**src/rtl/a_res_sched_if.sv**
```systemverilog
// a_res_sched_if: issue/check/write-port signal bundle for the A-register reservation scheduler
interface a_res_sched_if #(
  parameter int NUM_AREG = 8,
  parameter int DELAY_W  = 4,
  parameter int SRC_W    = 4,
  parameter int AW       = $clog2(NUM_AREG)
);
  logic                i_issue;
  logic [AW-1:0]       i_dest;
  logic [DELAY_W-1:0]  i_delay;
  logic [SRC_W-1:0]    i_src;
  logic [AW-1:0]       i_chk_j;
  logic [AW-1:0]       i_chk_k;
  logic [2:0]          i_chk_en;
  logic                i_flush;
  logic                o_hold;
  logic [NUM_AREG-1:0] o_busy;
  logic                o_wr_en;
  logic [AW-1:0]       o_wr_addr;
  logic [SRC_W-1:0]    o_wr_src;
  logic                o_issue_drop;
  modport master (
    output i_issue, i_dest, i_delay, i_src, i_chk_j, i_chk_k, i_chk_en, i_flush,
    input  o_hold, o_busy, o_wr_en, o_wr_addr, o_wr_src, o_issue_drop
  );
  modport slave (
    input  i_issue, i_dest, i_delay, i_src, i_chk_j, i_chk_k, i_chk_en, i_flush,
    output o_hold, o_busy, o_wr_en, o_wr_addr, o_wr_src, o_issue_drop
  );
endinterface

```
**src/rtl/a_res_sched.sv**
```systemverilog
// a_res_sched: per-A-register latency countdown with issue hold, single write-port slot arbitration and flush
module a_res_sched #(
  parameter int NUM_AREG = 8,
  parameter int DELAY_W  = 4,
  parameter int SRC_W    = 4,
  localparam int AW      = $clog2(NUM_AREG)
) (
  input logic clk,
  input logic rst,
  a_res_sched_if.slave bus
);
  logic [DELAY_W-1:0]  cnt [NUM_AREG];
  logic [SRC_W-1:0]    src [NUM_AREG];
  logic [NUM_AREG-1:0] busy;
  logic [DELAY_W:0]    slot;
  logic                issue_nz, slot_hit, hold, accept, drop;
  logic                wr_en;
  logic [AW-1:0]       wr_addr;
  logic [SRC_W-1:0]    wr_src;
  // a result with count c writes c-1 cycles from now; the new one writes i_delay from now
  always_comb begin
    slot     = {1'b0, bus.i_delay} + (DELAY_W+1)'(1);
    issue_nz = bus.i_issue & (bus.i_delay != '0);
    slot_hit = 1'b0;
    for (int r = 0; r < NUM_AREG; r++) begin
      busy[r]  = cnt[r] != '0;
      slot_hit = slot_hit | ({1'b0, cnt[r]} == slot);
    end
    hold   = (bus.i_chk_en[0] & busy[bus.i_chk_j]) | (bus.i_chk_en[1] & busy[bus.i_chk_k]) |
             (bus.i_chk_en[2] & busy[bus.i_dest]) | (issue_nz & slot_hit);
    accept = issue_nz & ~hold & ~bus.i_flush;
  end
  // descending scan so the lowest-numbered expiring register wins if two ever collide
  always_comb begin
    wr_en   = 1'b0;
    wr_addr = '0;
    wr_src  = '0;
    for (int r = NUM_AREG - 1; r >= 0; r--) begin
      if (cnt[r] == DELAY_W'(1)) begin
        wr_en   = 1'b1;
        wr_addr = AW'(r);
        wr_src  = src[r];
      end
    end
  end
  always_ff @(posedge clk) begin
    if (rst) begin
      for (int r = 0; r < NUM_AREG; r++) begin
        cnt[r] <= '0;
        src[r] <= '0;
      end
      drop <= 1'b0;
    end else begin
      drop <= issue_nz & hold & ~bus.i_flush;
      for (int r = 0; r < NUM_AREG; r++) begin
        cnt[r] <= bus.i_flush ? '0 :
                  (accept && bus.i_dest == AW'(r)) ? bus.i_delay :
                  cnt[r] - DELAY_W'(cnt[r] != '0);
        if (accept && bus.i_dest == AW'(r)) src[r] <= bus.i_src;
      end
    end
  end
  assign bus.o_hold       = hold;
  assign bus.o_busy       = busy;
  assign bus.o_wr_en      = wr_en;
  assign bus.o_wr_addr    = wr_addr;
  assign bus.o_wr_src     = wr_src;
  assign bus.o_issue_drop = drop;
endmodule
```
**src/flat_wrapper.sv**
```systemverilog
// flat-port wrapper written by rule: the top's interface ports become plain ports
module a_res_sched_flat 
#(
  parameter int NUM_AREG = 8,
  parameter int DELAY_W  = 4,
  parameter int SRC_W    = 4,
  localparam int AW      = $clog2(NUM_AREG)
)
  (clk, rst, bus_i_issue, bus_i_dest, bus_i_delay, bus_i_src, bus_i_chk_j, bus_i_chk_k, bus_i_chk_en, bus_i_flush, bus_o_hold, bus_o_busy, bus_o_wr_en, bus_o_wr_addr, bus_o_wr_src, bus_o_issue_drop);
  a_res_sched_if #(.NUM_AREG(NUM_AREG), .DELAY_W(DELAY_W), .SRC_W(SRC_W)) bus_i ();
  input logic clk;
  input logic rst;
  input wire logic [$bits(bus_i.i_issue)-1:0] bus_i_issue;
  input wire logic [$bits(bus_i.i_dest)-1:0] bus_i_dest;
  input wire logic [$bits(bus_i.i_delay)-1:0] bus_i_delay;
  input wire logic [$bits(bus_i.i_src)-1:0] bus_i_src;
  input wire logic [$bits(bus_i.i_chk_j)-1:0] bus_i_chk_j;
  input wire logic [$bits(bus_i.i_chk_k)-1:0] bus_i_chk_k;
  input wire logic [$bits(bus_i.i_chk_en)-1:0] bus_i_chk_en;
  input wire logic [$bits(bus_i.i_flush)-1:0] bus_i_flush;
  output wire logic [$bits(bus_i.o_hold)-1:0] bus_o_hold;
  output wire logic [$bits(bus_i.o_busy)-1:0] bus_o_busy;
  output wire logic [$bits(bus_i.o_wr_en)-1:0] bus_o_wr_en;
  output wire logic [$bits(bus_i.o_wr_addr)-1:0] bus_o_wr_addr;
  output wire logic [$bits(bus_i.o_wr_src)-1:0] bus_o_wr_src;
  output wire logic [$bits(bus_i.o_issue_drop)-1:0] bus_o_issue_drop;
  assign bus_i.i_issue = bus_i_issue;
  assign bus_i.i_dest = bus_i_dest;
  assign bus_i.i_delay = bus_i_delay;
  assign bus_i.i_src = bus_i_src;
  assign bus_i.i_chk_j = bus_i_chk_j;
  assign bus_i.i_chk_k = bus_i_chk_k;
  assign bus_i.i_chk_en = bus_i_chk_en;
  assign bus_i.i_flush = bus_i_flush;
  assign bus_o_hold = bus_i.o_hold;
  assign bus_o_busy = bus_i.o_busy;
  assign bus_o_wr_en = bus_i.o_wr_en;
  assign bus_o_wr_addr = bus_i.o_wr_addr;
  assign bus_o_wr_src = bus_i.o_wr_src;
  assign bus_o_issue_drop = bus_i.o_issue_drop;
  a_res_sched #(.NUM_AREG(NUM_AREG), .DELAY_W(DELAY_W), .SRC_W(SRC_W)) u_core (.clk(clk), .rst(rst), .bus(bus_i));
endmodule
```
**config.mk**
```make
export PLATFORM = sky130hd
export DESIGN_NAME = a_res_sched_flat
export DESIGN_NICKNAME = d
export VERILOG_FILES = /design/src/rtl/a_res_sched_if.sv /design/src/rtl/a_res_sched.sv /design/src/flat_wrapper.sv
export SDC_FILE = /design/constraint.sdc
export NUM_CORES = 1
export LEC_CHECK = 0
export ABC_AREA = 1
export CORE_MARGIN = 5
export CORE_UTILIZATION = 35
export CTS_CLUSTER_DIAMETER = 60
export CTS_CLUSTER_SIZE = 14
export DETAILED_ROUTE_END_ITERATION = 8
export GPL_ROUTABILITY_DRIVEN = 0
export MAX_ROUTING_LAYER = met4
export PLACE_DENSITY = 0.58
export SYNTH_ARGS = -nofsm -noshare
export SYNTH_HDL_FRONTEND = slang
export SYNTH_SLANG_ARGS = --single-unit
```
**constraint.sdc**
```tcl
create_clock -name clk -period 2.6 [get_ports clk]
set_input_delay 0.52 -clock clk [delete_from_list [all_inputs] [get_ports clk]]
set_output_delay 0.52 -clock clk [all_outputs]
set_load 0.01 [all_outputs]
```
; ---- After elaboration in Yosys (flattened, before gate mapping)
; Memory sizes are Yosys's and may differ from the RTL's.
; Cells that the tools add are included.
[word_totals]
ramBits = 64
memories = 2
output_inout_bits = 18
elab_cells = 182
reg_bits = 1
[classes]
n_eq_ne = 23
bitwise_logic = 37
order_cmp = 3
n_reduce_logical = 18
addsub = 9
mux = 89
[mem_list]
columns = memory, words, word_bits, read_ports, rd_clocked_by_memory_dff, write_ports, line
row1 = u_core.cnt, 8, 4, 8, 0, 8, a_res_sched.sv:12  ; logic [DELAY_W-1:0] cnt [NUM_AREG];
row2 = u_core.src, 8, 4, 8, 0, 8, a_res_sched.sv:13  ; logic [SRC_W-1:0] src [NUM_AREG];
[ops]
columns = operator, n
row1 = $mux 4, 40
row2 = $eq 4x5->1, 8
row3 = $mux 1, 38
row4 = $reduce_bool 4->1, 9
row5 = $eq 4x1->1 const B, 8
row6 = $sub 4x1->4, 8
row7 = $or 1x1->1, 26
row8 = $mux 3, 8
row9 = $eq 3x3->1 const B, 4
row10 = $lt 3x4->1 const B, 3
row11 = $and 1x1->1, 9
row12 = $bmux 1 s3, 3
row13 = $logic_and 1x1->1, 8
row14 = $eq 3x2->1 const B, 2
row15 = $add 4x1->5 const B, 1
row16 = $eq 3x1->1 const B, 1
row17 = $logic_not 3->1, 1
row18 = $not 1->1, 2

; ---- Longest topological paths before layout
[logic_depth]
word_depth = 19
mapped_depth = 17

; ---- Least setup slack after synthesis
; Ideal clock, no wire load.
[synth_path]
path_kind = input to register
start = in bus_i_delay[0]
end = mem u_core.src[4][0], in the netlist u_core.src[0][16] (enable)
setup_slack_ns = 0.015
stages = 15
path_buffers = 3
arrival_time_ns = 2.277
path_cell_list = buf_4 -> inv_1 -> ha_1 -> buf_2 -> xnor2_1 -> o21ai_0 -> nor2_1 -> nand2_1 -> nand2_1 -> nor2_1 -> nand2_1 -> nand2_4 -> nand4_2 -> buf_2 -> nand2_1
[synth_rtl]
columns = element, line
row1 = start: declaration, flat_wrapper.sv:15  ; input wire logic [$bits(bus_i.i_delay)-1:0] bus_i_delay;
row2 = end: declaration, a_res_sched.sv:13

==> summary.txt <==
Status
  • Outcome: complete, no violations

Floorplanning
  • Top Ports: 42
  • Row count: 40
  • Initial Util: 36.0%
  • Die Ht: 121 um
  • Die width: 121 um
  • Die ar.: 14700 sq um
  • Floorplan core area: 12100 sq um

Synthesis
  • Netlist cell types: 29
  • Post-Syn Nets: 667
  • Syn avg cell area: 6.94 sq um
  • Top post-synthesis cells by count: nand2_1 (177), nor2_1 (141), inv_1 (63)
  • Syn Inst Count: 625
  • Seq/Total Area, Yosys: 37.4%
  • Post-Syn Area: 4340 sq um
  • Post-synth top area share: 22.1%
  • Biggest area consumer among synthesized cells: edfxtp_1
  • Main area contributors after synthesis: edfxtp_1 (22%), nand2_1 (15%), dfxtp_1 (15%)
  • Post-synth EDFFs: 32
  • Primary FF master, synth: dfxtp_1
  • Async S/R FF share, synth: 0%
  • Ys Warns: 0
  • Top-count cell post-synth: nand2_1
  • Yosys reg bits: 65

Critical path
  • Most used cell along the critical path: nand3_1
  • Critical path's slowest cell: clkdlybuf4s50_1
  • CP peak stage delay: 0.53 ns
  • Worst setup EP type: output port
  • Crit Path Class: flop to output port
  • CP required: 2.08 ns
  • Max FO, Critical Path: 4
  • Nature of the critical path startpoint: flop
  • CP cell instances: nor2_1, nand3_1, inv_1, nor2_2, nand3_1, clkdlybuf4s50_1
  • Arrival @ worst endpoint: 2.02 ns
  • R2r setup slk: 0.23 ns

Timing
  • Final setup TNS: 0 ns
  • F_max: 0.393 GHz
  • Finish-stage setup viols: 0
  • PnR worst setup slack: 0.0564 ns
  • Worst Skew: 0.00471 ns
  • Relative slew slack: 73.3%
  • RSZ-0062 raised after global routing: true
  • Final hold violations: 0
  • Transition time of the tightest slew-check pin: 0.399 ns
  • Fin. max-slew vios: 0
  • Period utilization: 97.8%
  • WHS: 0.667 ns
  • Fin crit period: 2.54 ns

Power
  • Tot Pwr: 0.00735 W
  • Power density cells: 1200 nW/um^2
  • Max IR drop VDD: 0.558 mV
  • Lkg Pwr: 3.13 nW

Flow run
  • Max Cap Violations: 0

GRT
  • Total grt overflow: 0
  • Global-route wire length before repair: 22300 um
  • Largest net degree at the start of global routing: 19
  • Vias in the first global route: 4432
  • Tot GR Track Use: 20.1%
  • Antenna violations before repair: 0

Routing
  • Final WL: 13900 um
  • 1st-pass router iterations: 5
  • DRT iter0 DRCs: 322
  • Via count: 4480
  • DRC Markers: 0
  • DR WL/cell: 14.9 um
  • Detail Route Antenna Nets: 0
  • Routed vias/inst: 4.79

Clock network
  • CTS tree: yes
  • H-tree Lvls: 3
  • Root Buffer: clkbuf_16
  • Clk_lat worst skew: 0.34 ns
  • TritonCTS sink count: 65
  • CTS Hold Bufs: 0
  • CTS clk-pin slew, worst paths: 0.06 ns
  • CTS Buffer Depth: 2
  • Total CTS buffers: 9

Placed design
  • Setup WS pre-CTS: -0.845 ns
  • Dpl hpwl: 10900 um
  • Number of port buffers: 41
  • Placed Area: 5590 sq um

Finish
  • Design Area, Final: 6120 sq um
  • Area Growth Syn to Fin: 41.0%
  • Layout fillers: 1213
  • NumNets Final: 804
  • Layout cell share with drive strength beyond 1: 23.9%
  • ANT cells: 0

Worst hold path
  • Min-Delay Path Class: flop to flop
## per-layer routing
layer | wire, um | global-route usage (%) | up-vias
li1 | - | - | 2269
met1 | 6360 | 24.5 | 2045
met2 | 6400 | 31.8 | 129
met3 | 525 | 3.31 | 37
met4 | 638 | 10.6 | 0
met5 | 0 | - | -
## path summary, 6_finish.rpt
path | from | to | cells past startpoint
max | u_core.cnt[0][5]$_SDFF_PP0_ | bus_o_wr_en | 6
min | u_core.cnt[0][13]$_SDFF_PP0_ | u_core.cnt[0][13]$_SDFF_PP0_ | 5
max reg2reg | u_core.cnt[0][31]$_SDFF_PP0_ | u_core.src[0][25]$_DFFE_PP_ | 11
min reg2reg | u_core.cnt[0][13]$_SDFF_PP0_ | u_core.cnt[0][13]$_SDFF_PP0_ | 5
## critical path: cells and delay by family (launching register included)
family / cells / cell delay, ns
buf+inv: 2 / 0.73
flops: 1 / 0.31
simple gates: 4 / 0.64
## report_power, final
| group | internal, W | total, W | switching, W |
|---|---|---|---|
| registers | 0.00129 | 0.00147 | 0.000175 |
| logic | 0.00224 | 0.00477 | 0.00253 |
| clock network | 0.000642 | 0.00111 | 0.000471 |
## what timing repair did
| item | in CTS | in global routing |
|---|---|---|
| setup endpoints to repair | 97 | 88 |
| gates resized for setup | 52 | 41 |
| cloned | 0 | 0 |
| setup buffers | 7 | 2 |
| pin swaps | 6 | 16 |
## sequential cells by signal, indices dropped and copies added, names as in the netlist
| name | cells |
|---|---|
| u_core.bus.o_issue_drop | 1 |
| u_core.cnt | 32 |
| u_core.src | 32 |
## layout make-up
class	count	area [sq um]	area share, %
multi-input combinational	481	2580	42.2
sequential	65	1620	26.5
timing repair buffer	142	1200	19.6
inverter	63	236	3.86
clock buffer	9	225	3.68
tap	168	210	3.43
clock inverter	7	46.3	0.756
## cell families (layout without fill, tap and decap cells)
family / after synthesis / after routing / synth area share, %
XOR/XNOR: 28 / 28 / 5.65
flip-flops: 65 / 65 / 37.4
adder cells (fa/ha/maj): 18 / 18 / 5.19
AND/OR/NAND/NOR: 399 / 399 / 39.5
buffers and inverters: 79 / 221 / 7.44
AO/OA/AOI/OAI: 36 / 36 / 4.84
## placed cells by master (no fill, tap or decap), types with 3 or more instances in the layout
cell / n
nor2_1: 129
nand2_4: 8
edfxtp_1: 32
o21ai_1: 7
nand3_2: 5
xnor2_1: 16
buf_6: 4
inv_2: 5
clkinvlp_4: 3
xor2_1: 11
nand3b_1: 8
dlymetal6s2s_1: 4
buf_12: 3
inv_1: 58
clkbuf_2: 6
dfxtp_1: 31
nand3_1: 41
clkdlybuf4s50_1: 27
nand4_2: 8
nand2_2: 4
clkbuf_16: 9
o211ai_1: 4
ha_1: 16
buf_4: 94
nor2_2: 16
o21ai_0: 11
a21oi_1: 7
o21bai_1: 3
nand2_1: 170
clkinv_2: 3
## stage by stage
step / util (%) / cells
2_1_floorplan: - / 625
3_3_place_gp: 46.4 / 910
3_5_place_dp: 46.4 / 910
4_1_cts: 50.2 / 933
5_1_grt: 50.7 / 935
6_report: 50.7 / 935
Note: power is estimated with default switching activity, not from simulation.
